`src/rtl/eth_udp_gen_pkg.sv`:
```
// Shared types and constants for the UDP test-traffic generator.
// One-hot FSM encoding, payload modes and the PRBS8 feedback helper.
package eth_udp_gen_pkg;

    typedef enum logic [9:0] {
        S_IDLE      = 10'b00_0000_0001,
        S_ARP_REQ   = 10'b00_0000_0010,
        S_ARP_SEND  = 10'b00_0000_0100,
        S_ARP_WAIT  = 10'b00_0000_1000,
        S_GEN_REQ   = 10'b00_0001_0000,
        S_WRITE     = 10'b00_0010_0000,
        S_SEND      = 10'b00_0100_0000,
        S_WAIT      = 10'b00_1000_0000,
        S_CHECK_ARP = 10'b01_0000_0000,
        S_FAIL      = 10'b10_0000_0000
    } state_t;

    localparam logic [1:0] MODE_INC  = 2'd0;
    localparam logic [1:0] MODE_PRBS = 2'd1;
    localparam logic [1:0] MODE_FILL = 2'd2;
    localparam logic [1:0] MODE_SEQ  = 2'd3;

    // x^8+x^6+x^5+x^4+1, Fibonacci form shifting left
    localparam logic [7:0] LFSR_TAPS = 8'hB8;

    localparam int UDP_MAX_PAYLOAD = 1472;

    function automatic logic [7:0] lfsr_next(input logic [7:0] s);
        return {s[6:0], ^(s & LFSR_TAPS)};
    endfunction

endpackage

```
`src/rtl/eth_udp_traffic_gen_pattern.sv`:
```
// Payload byte source: byte index, PRBS8 register and per-frame
// snapshots of mode, fill byte and the frame-count header.
module udp_pattern_gen
    import eth_udp_gen_pkg::*;
#(
    parameter logic [7:0] LFSR_SEED = 8'hA5
) (
    input  logic        clk,
    input  logic        rst,
    input  logic        load,
    input  logic        advance,
    input  logic [1:0]  mode,
    input  logic [7:0]  fill_byte,
    input  logic [31:0] frame_cnt,
    output logic [7:0]  data
);

    logic [10:0] idx;
    logic [7:0]  lfsr;
    logic [1:0]  mode_q;
    logic [7:0]  fill_q;
    logic [31:0] hdr_q;

    always_ff @(posedge clk or posedge rst) begin
        if (rst) begin
            idx    <= '0;
            lfsr   <= LFSR_SEED;
            mode_q <= MODE_INC;
            fill_q <= '0;
            hdr_q  <= '0;
        end else if (load) begin
            idx    <= '0;
            lfsr   <= LFSR_SEED;
            mode_q <= mode;
            fill_q <= fill_byte;
            hdr_q  <= frame_cnt;
        end else if (advance) begin
            idx  <= idx + 11'd1;
            lfsr <= lfsr_next(lfsr);
        end
    end

    always_comb begin
        data = '0;
        unique case (mode_q)
            MODE_INC:  data = idx[7:0];
            MODE_PRBS: data = lfsr;
            MODE_FILL: data = fill_q;
            MODE_SEQ: begin
                // big-endian frame count in bytes 0..3
                if (idx < 11'd4) data = hdr_q[{~idx[1:0], 3'b000} +: 8];
                else             data = idx[7:0] - 8'd4;
            end
            default:   data = '0;
        endcase
    end

endmodule

```
`src/rtl/eth_udp_traffic_gen.sv`:
```
// UDP test-traffic controller: ARP resolution with bounded retries,
// then one clamped-length patterned frame per dwell period.
module eth_udp_traffic_gen
    import eth_udp_gen_pkg::*;
#(
    parameter int         PERIOD_CYCLES = 125_000_000,
    parameter int         MAX_LEN       = UDP_MAX_PAYLOAD,
    parameter int         ARP_RETRY_MAX = 4,
    parameter logic [7:0] LFSR_SEED     = 8'hA5
) (
    input  logic        rgmii_clk,
    input  logic        rst,
    input  logic        enable,
    input  logic [1:0]  mode,
    input  logic [10:0] payload_len,
    input  logic [7:0]  fill_byte,
    output logic        app_data_request,
    input  logic        udp_send_ack,
    output logic        app_data_in_valid,
    output logic [7:0]  app_data_in,
    output logic [15:0] app_data_length,
    output logic        arp_req,
    input  logic        arp_found,
    input  logic        mac_not_exist,
    input  logic        mac_send_end,
    output logic [31:0] frame_cnt,
    output logic        arp_fail,
    output logic        busy
);

    localparam int CW = $clog2(PERIOD_CYCLES + 1);
    localparam int RW = $clog2(ARP_RETRY_MAX + 1);
    localparam logic [10:0] LEN_MAX = 11'(MAX_LEN);

    state_t      state, nxt;
    logic [CW-1:0] cnt;
    logic [RW-1:0] retry;
    logic [10:0] rem, len_q, len_clamped;
    logic        enable_q, dwell_end, last_retry;
    logic        emit, load;
    logic [7:0]  pat;

    assign dwell_end  = (cnt == CW'(PERIOD_CYCLES - 1));
    assign last_retry = (retry == RW'(ARP_RETRY_MAX - 1));
    assign emit = (state == S_GEN_REQ && udp_send_ack) ||
                  (state == S_WRITE && rem != '0);
    assign load = (state == S_CHECK_ARP) && (nxt == S_GEN_REQ);
    assign app_data_length = {5'b0, len_q};

    always_comb begin
        len_clamped = payload_len;
        if (payload_len == '0)         len_clamped = 11'd1;
        else if (payload_len > LEN_MAX) len_clamped = LEN_MAX;
    end

    always_comb begin
        nxt = state;
        unique case (state)
            S_IDLE:      if (enable && dwell_end) nxt = S_ARP_REQ;
            S_ARP_REQ:   nxt = S_ARP_SEND;
            S_ARP_SEND:  if (mac_send_end) nxt = S_ARP_WAIT;
            S_ARP_WAIT: begin
                if (!enable)        nxt = S_IDLE;
                else if (arp_found) nxt = S_WAIT;
                else if (dwell_end) nxt = last_retry ? S_FAIL : S_ARP_REQ;
            end
            S_GEN_REQ:   if (udp_send_ack) nxt = S_WRITE;
            S_WRITE:     if (rem == '0) nxt = S_SEND;
            S_SEND:      if (mac_send_end) nxt = S_WAIT;
            S_WAIT: begin
                if (!enable)        nxt = S_IDLE;
                else if (dwell_end) nxt = S_CHECK_ARP;
            end
            S_CHECK_ARP: nxt = mac_not_exist ? S_ARP_REQ : S_GEN_REQ;
            S_FAIL:      if (!enable) nxt = S_IDLE;
            default:     nxt = S_IDLE;
        endcase
    end

    always_ff @(posedge rgmii_clk or posedge rst) begin
        if (rst) begin
            state             <= S_IDLE;
            cnt               <= '0;
            retry             <= '0;
            rem               <= '0;
            len_q             <= '0;
            enable_q          <= 1'b0;
            app_data_request  <= 1'b0;
            app_data_in_valid <= 1'b0;
            app_data_in       <= '0;
            arp_req           <= 1'b0;
            frame_cnt         <= '0;
            arp_fail          <= 1'b0;
            busy              <= 1'b0;
        end else begin
            state            <= nxt;
            enable_q         <= enable;
            app_data_request <= (nxt == S_GEN_REQ);
            arp_req          <= (nxt == S_ARP_REQ);
            busy             <= !(nxt inside {S_IDLE, S_FAIL});

            // dwell counter wraps in IDLE so a late enable still waits
            if (nxt != state || dwell_end ||
                !(state inside {S_IDLE, S_ARP_WAIT, S_WAIT}))
                cnt <= '0;
            else
                cnt <= cnt + 1'b1;

            if (nxt != state && (nxt == S_WAIT || nxt == S_IDLE))
                retry <= '0;
            else if (state == S_ARP_WAIT && (nxt == S_ARP_REQ || nxt == S_FAIL))
                retry <= retry + 1'b1;

            if (nxt == S_FAIL && state != S_FAIL) arp_fail <= 1'b1;
            else if (enable && !enable_q)         arp_fail <= 1'b0;

            if (state == S_SEND && mac_send_end) frame_cnt <= frame_cnt + 32'd1;
            if (load) len_q <= len_clamped;

            if (emit) begin
                app_data_in_valid <= 1'b1;
                app_data_in       <= pat;
                rem <= (state == S_GEN_REQ) ? len_q - 11'd1 : rem - 11'd1;
            end else begin
                app_data_in_valid <= 1'b0;
                app_data_in       <= '0;
            end
        end
    end

    udp_pattern_gen #(.LFSR_SEED(LFSR_SEED)) u_pattern (
        .clk       (rgmii_clk),
        .rst       (rst),
        .load      (load),
        .advance   (emit),
        .mode      (mode),
        .fill_byte (fill_byte),
        .frame_cnt (frame_cnt),
        .data      (pat)
    );

endmodule

```
`config.mk`:
```
export PLATFORM = sky130hd
export DESIGN_NAME = eth_udp_traffic_gen
export DESIGN_NICKNAME = d
export VERILOG_FILES = /design/src/rtl/eth_udp_gen_pkg.sv /design/src/rtl/eth_udp_traffic_gen_pattern.sv /design/src/rtl/eth_udp_traffic_gen.sv
export SDC_FILE = /design/constraint.sdc
export NUM_CORES = 1
export LEC_CHECK = 0
export CAP_MARGIN = 15
export CORE_UTILIZATION = 45
export DETAILED_ROUTE_END_ITERATION = 10
export PLACE_DENSITY = 0.69
export SYNTH_ARGS = -nofsm -noshare
export SYNTH_HDL_FRONTEND = slang
export SYNTH_SLANG_ARGS = --single-unit
```
`constraint.sdc`:
```
create_clock -name rgmii_clk -period 15 [get_ports rgmii_clk]
set_clock_uncertainty 0.2 [all_clocks]
set_input_delay 3.75 -clock rgmii_clk [delete_from_list [all_inputs] [get_ports rgmii_clk]]
set_output_delay 3.75 -clock rgmii_clk [all_outputs]
set_load 0.02 [all_outputs]
```
==> metrics.sh <==
DOMINANTREGCELLSYNTH='dfrtp_1'
TIMING.SETUP.CRITICAL_PATH_CLASS='input pin to flop'
LEAKAGE_nW=4.621
AREA_DELTA_SYNTH_FINAL_PCT=17.54
CTS_ROOT_BUF='clkbuf_16'
RRSETUPSLACK_NS=10.64
TOTAL_POWER_mW=0.8993
GRT_PASS1_WL_MM=33.64
CLOCK_SINK_TOTAL=169
MAX_SLEW.WORST_PIN.SLEW_NS=0.9649
SETUP.WORST_PATH.START_CLASS='input pin'
ARRIVAL_TIME_AT_THE_WORST_ENDPOINT_NS=6.16
DIE_AREA_SQ_UM=19890
FLOORPLAN.DIE.WIDTH_UM=141.0
POST_CTS.REPAIR.SETUP_BUFFERS=0
MOST_USED_CELLS_IN_THE_LAYOUT_EXCLUDING_FILL_AND_TAP_CELLS='199 x nand2_1, 164 x dfrtp_1, 89 x nor2_1'
WORST_EP_REQUIRED_TIME_NS=15.09
CLOCK.FMAX_GHz=0.1646
VIAS=6795
POWERDENSITY_nW_PER_UM2=87.98
TIMING.FINAL.HOLD_VIOLATIONS=0
CTS-BUFFERS-INSERTED=17
CTS_HOLD_FIX_BUFS=0
CTS_HTREE_LEVELS=4
CORE-AREA_SQ_UM=18830
FINALCRITPERIODSHARE_PCT=40.51
SYNTH.FF_LATCH_COUNT=169
SYNTHCELLS=920
CTS_TREE='yes'
TNS_NS=0
ANT_NETS=0
CRIT_PATH_MAX_FANOUT=36
GPL.FINAL_WEIGHTED_CONGESTION=0.8645
HEADROOM_TO_THE_MAX_SLEW_LIMIT_PCT=35.67
SYNTHARSTFLOPSHARE_PCT=100.0
CLK_LATENCY_NS=0.43
FIRST_GLOBAL_VIAS=6688
CLOCKBUFFERDEPTH=2
DRT-PASS1-ITER-COUNT=5
OUTCOME='complete, no violations'
LAYOUT.CELLS.NON_FILLER=1251
LAYOUT_SETUP_WS_NS=8.924
BOUNDARYPINS=89
FLOORPLAN.INITIALDENSITY_PCT=46.19
SYNTH.CELL_AREA_SQ_UM=8697
ENDPOINT_KIND='flop'
DRC_ERRORS=0
PLACEMENT.IO_BUFFERS=83
POST_SYNTH_EDFFS=0
GRT_ANTENNA_BEFORE_REPAIR=0
SETUP_VIOLATIONS=0
SEQ_AREA_FRAC_SYNTH_PCT=48.70
NETS=1014
POST-PLACE-WS_NS=8.501
ROUTED_WIRELENGTH_MM=19.81
DRT-VIAS-PER-INSTANCE=5.432
POST-DP-HPWL_MM=13.34
FILL_CELLS=1687
POWER.IR.VDD_WORST_mV=0.08480
FINAL_SLEW_VIOLATIONS=0
MAX-CAP-VIOLATIONS=0
DETAIL_ROUTE.WL_PER_CELL_UM=15.84
GLOBALROUTE.TOTALOVERFLOW=0
PERIOD_MINUS_SLACK_NS=6.076
WORST_SETUP_HOLD_PATH_CLK_SLEW_NS=0.06
FIN_AREA_SQ_UM=10220
MIN_PATH_TYPE='flop to flop'
MOST_COMMON_LIBRARY_CELL_IN_THE_LAYOUT_IGNORING_FILL_AND_TAPS='nand2_1'
CTS_RESIZED=0
LARGEST_NET_DEGREE_AT_THE_START_OF_GLOBAL_ROUTING=93
NUMBER_OF_PLACED_INSTANCES_WITH_TAPS_INCLUDED=1218
YS_TYPES=68
DETAIL_ROUTE.ITER0.VIOLATIONS=486
COUNT_OF_SYNTHESIS_STAGE_WARNINGS_FROM_YOSYS=0
ROWS=50
DRIVE_GT1_SHARE_PCT=6.761
DIE_H_UM=141.0
POST_DP_CELL_AREA_SQ_UM=9659
GRT_SETUP_UNREPAIRED='no'
OVERALL_GLOBAL_ROUTING_RESOURCE_USAGE_PCT=21.24
ANTENNA_CELLS_INSERTED=0
AVGSYNTHCELLAREA_SQ_UM=9.453
-- state kept, by name (all words and copies together) (netlist names) --
| signal | flops |
|---|---|
| busy | 1 |
| app_data_in_valid | 1 |
| app_data_request | 1 |
| u_pattern.hdr_q | 32 |
| arp_fail | 1 |
| u_pattern.idx | 11 |
| enable_q | 1 |
| cnt | 27 |
| u_pattern.mode_q | 2 |
| retry | 3 |
| frame_cnt | 32 |
| u_pattern.lfsr | 8 |
| arp_req | 1 |
| len_q | 11 |
| state | 10 |
| rem | 11 |
| u_pattern.fill_q | 8 |
| app_data_in | 8 |
-- power by group --
| group | switching [mW] | internal, mW | total (mW) | leakage [nW] |
|---|---|---|---|---|
| Clock | 0.174 | 0.249 | 0.423 | 0.272 |
| Combinational | 0.0134 | 0.00708 | 0.0205 | 2.09 |
| Sequential | 0.0000364 | 0.456 | 0.456 | 2.26 |
-- cells by family after synthesis --
group                      after synthesis  synth area share, %
xor gates and xnor gates                77                7.754
AOI/OAI and AO/OA                      113                8.575
and+or+nand+nor                        455                25.35
other                                    1              0.04312
adders and majority gates                8                1.151
buffers and inverters                   69                3.568
DFF                                    169                48.70
muxes                                   28                4.863
-- cell type report --
cell class / instances / area (sq um) / area share [%]
Clock buffer: 24 / 461.7 / 4.517
Clock inverter: 8 / 96.34 / 0.9425
Inverter: 17 / 68.82 / 0.6732
Multi-Input combinational cell: 686 / 4177 / 40.86
Sequential cell: 169 / 4235 / 41.43
Tap cell: 260 / 325.3 / 3.182
Timing Repair Buffer: 87 / 858.3 / 8.397
-- cells in the mapped netlist, types with 10 or more instances --
cell type  count  share of area [%]
xor2_1        32                3.2
nand2_1      199                8.6
nand3_1       25                1.4
mux2i_1       13                1.5
nor3_1        17               0.98
nor2_1        89                3.8
inv_1         16               0.69
clkbuf_1      36                1.6
and2_1        10               0.72
xnor2_1       45                4.5
nand4_1       24                1.7
o21ai_0       27                1.6
and4_1        11                1.1
mux4_2        11                2.8
dfrtp_1      164                 47
and3_1        16                1.2
a21oi_1       27                1.6
-- layer usage --
layer	up-vias	track usage (%)	wire, um
met2	175	32.65	8866
li1	3292	-	-
met3	21	4.178	925
met1	3307	30.71	9781
met5	-	0	0
met4	0	5.549	240
-- final timing paths --
check                                        start                 end  cells after the start
worst min register to register  u_pattern.hdr_q[4]  u_pattern.hdr_q[4]                      2
min in group asynchronous                      rst             cnt[13]                      2
worst min-delay path            u_pattern.hdr_q[4]  u_pattern.hdr_q[4]                      2
worst max-delay path                  udp_send_ack    u_pattern.idx[6]                      8
max in group asynchronous                      rst            len_q[1]                      3
worst max register to register            state[3]    u_pattern.idx[6]                      9
-- worst max-delay path, stage by stage --
cell and delay (ns):
clkdlybuf4s50_1 0.47, nand2_1 0.06, o21a_1 0.43, inv_2 0.60
nand3_1 0.29, or2_2 0.37, xor2_1 0.13, nor2_1 0.05
-- stage by stage --
| stage | utilization, % | hold slack, ns |
|---|---|---|
| after floorplan | - | 0.2403 |
| after global placement | 51.30 | 0.2535 |
| after detailed placement | 51.30 | 0.2579 |
| after CTS | 54.26 | 0.2728 |
| after global routing | 54.29 | 0.3007 |
| final | 54.29 | 0.2711 |
(Power assumes the default switching activity.)
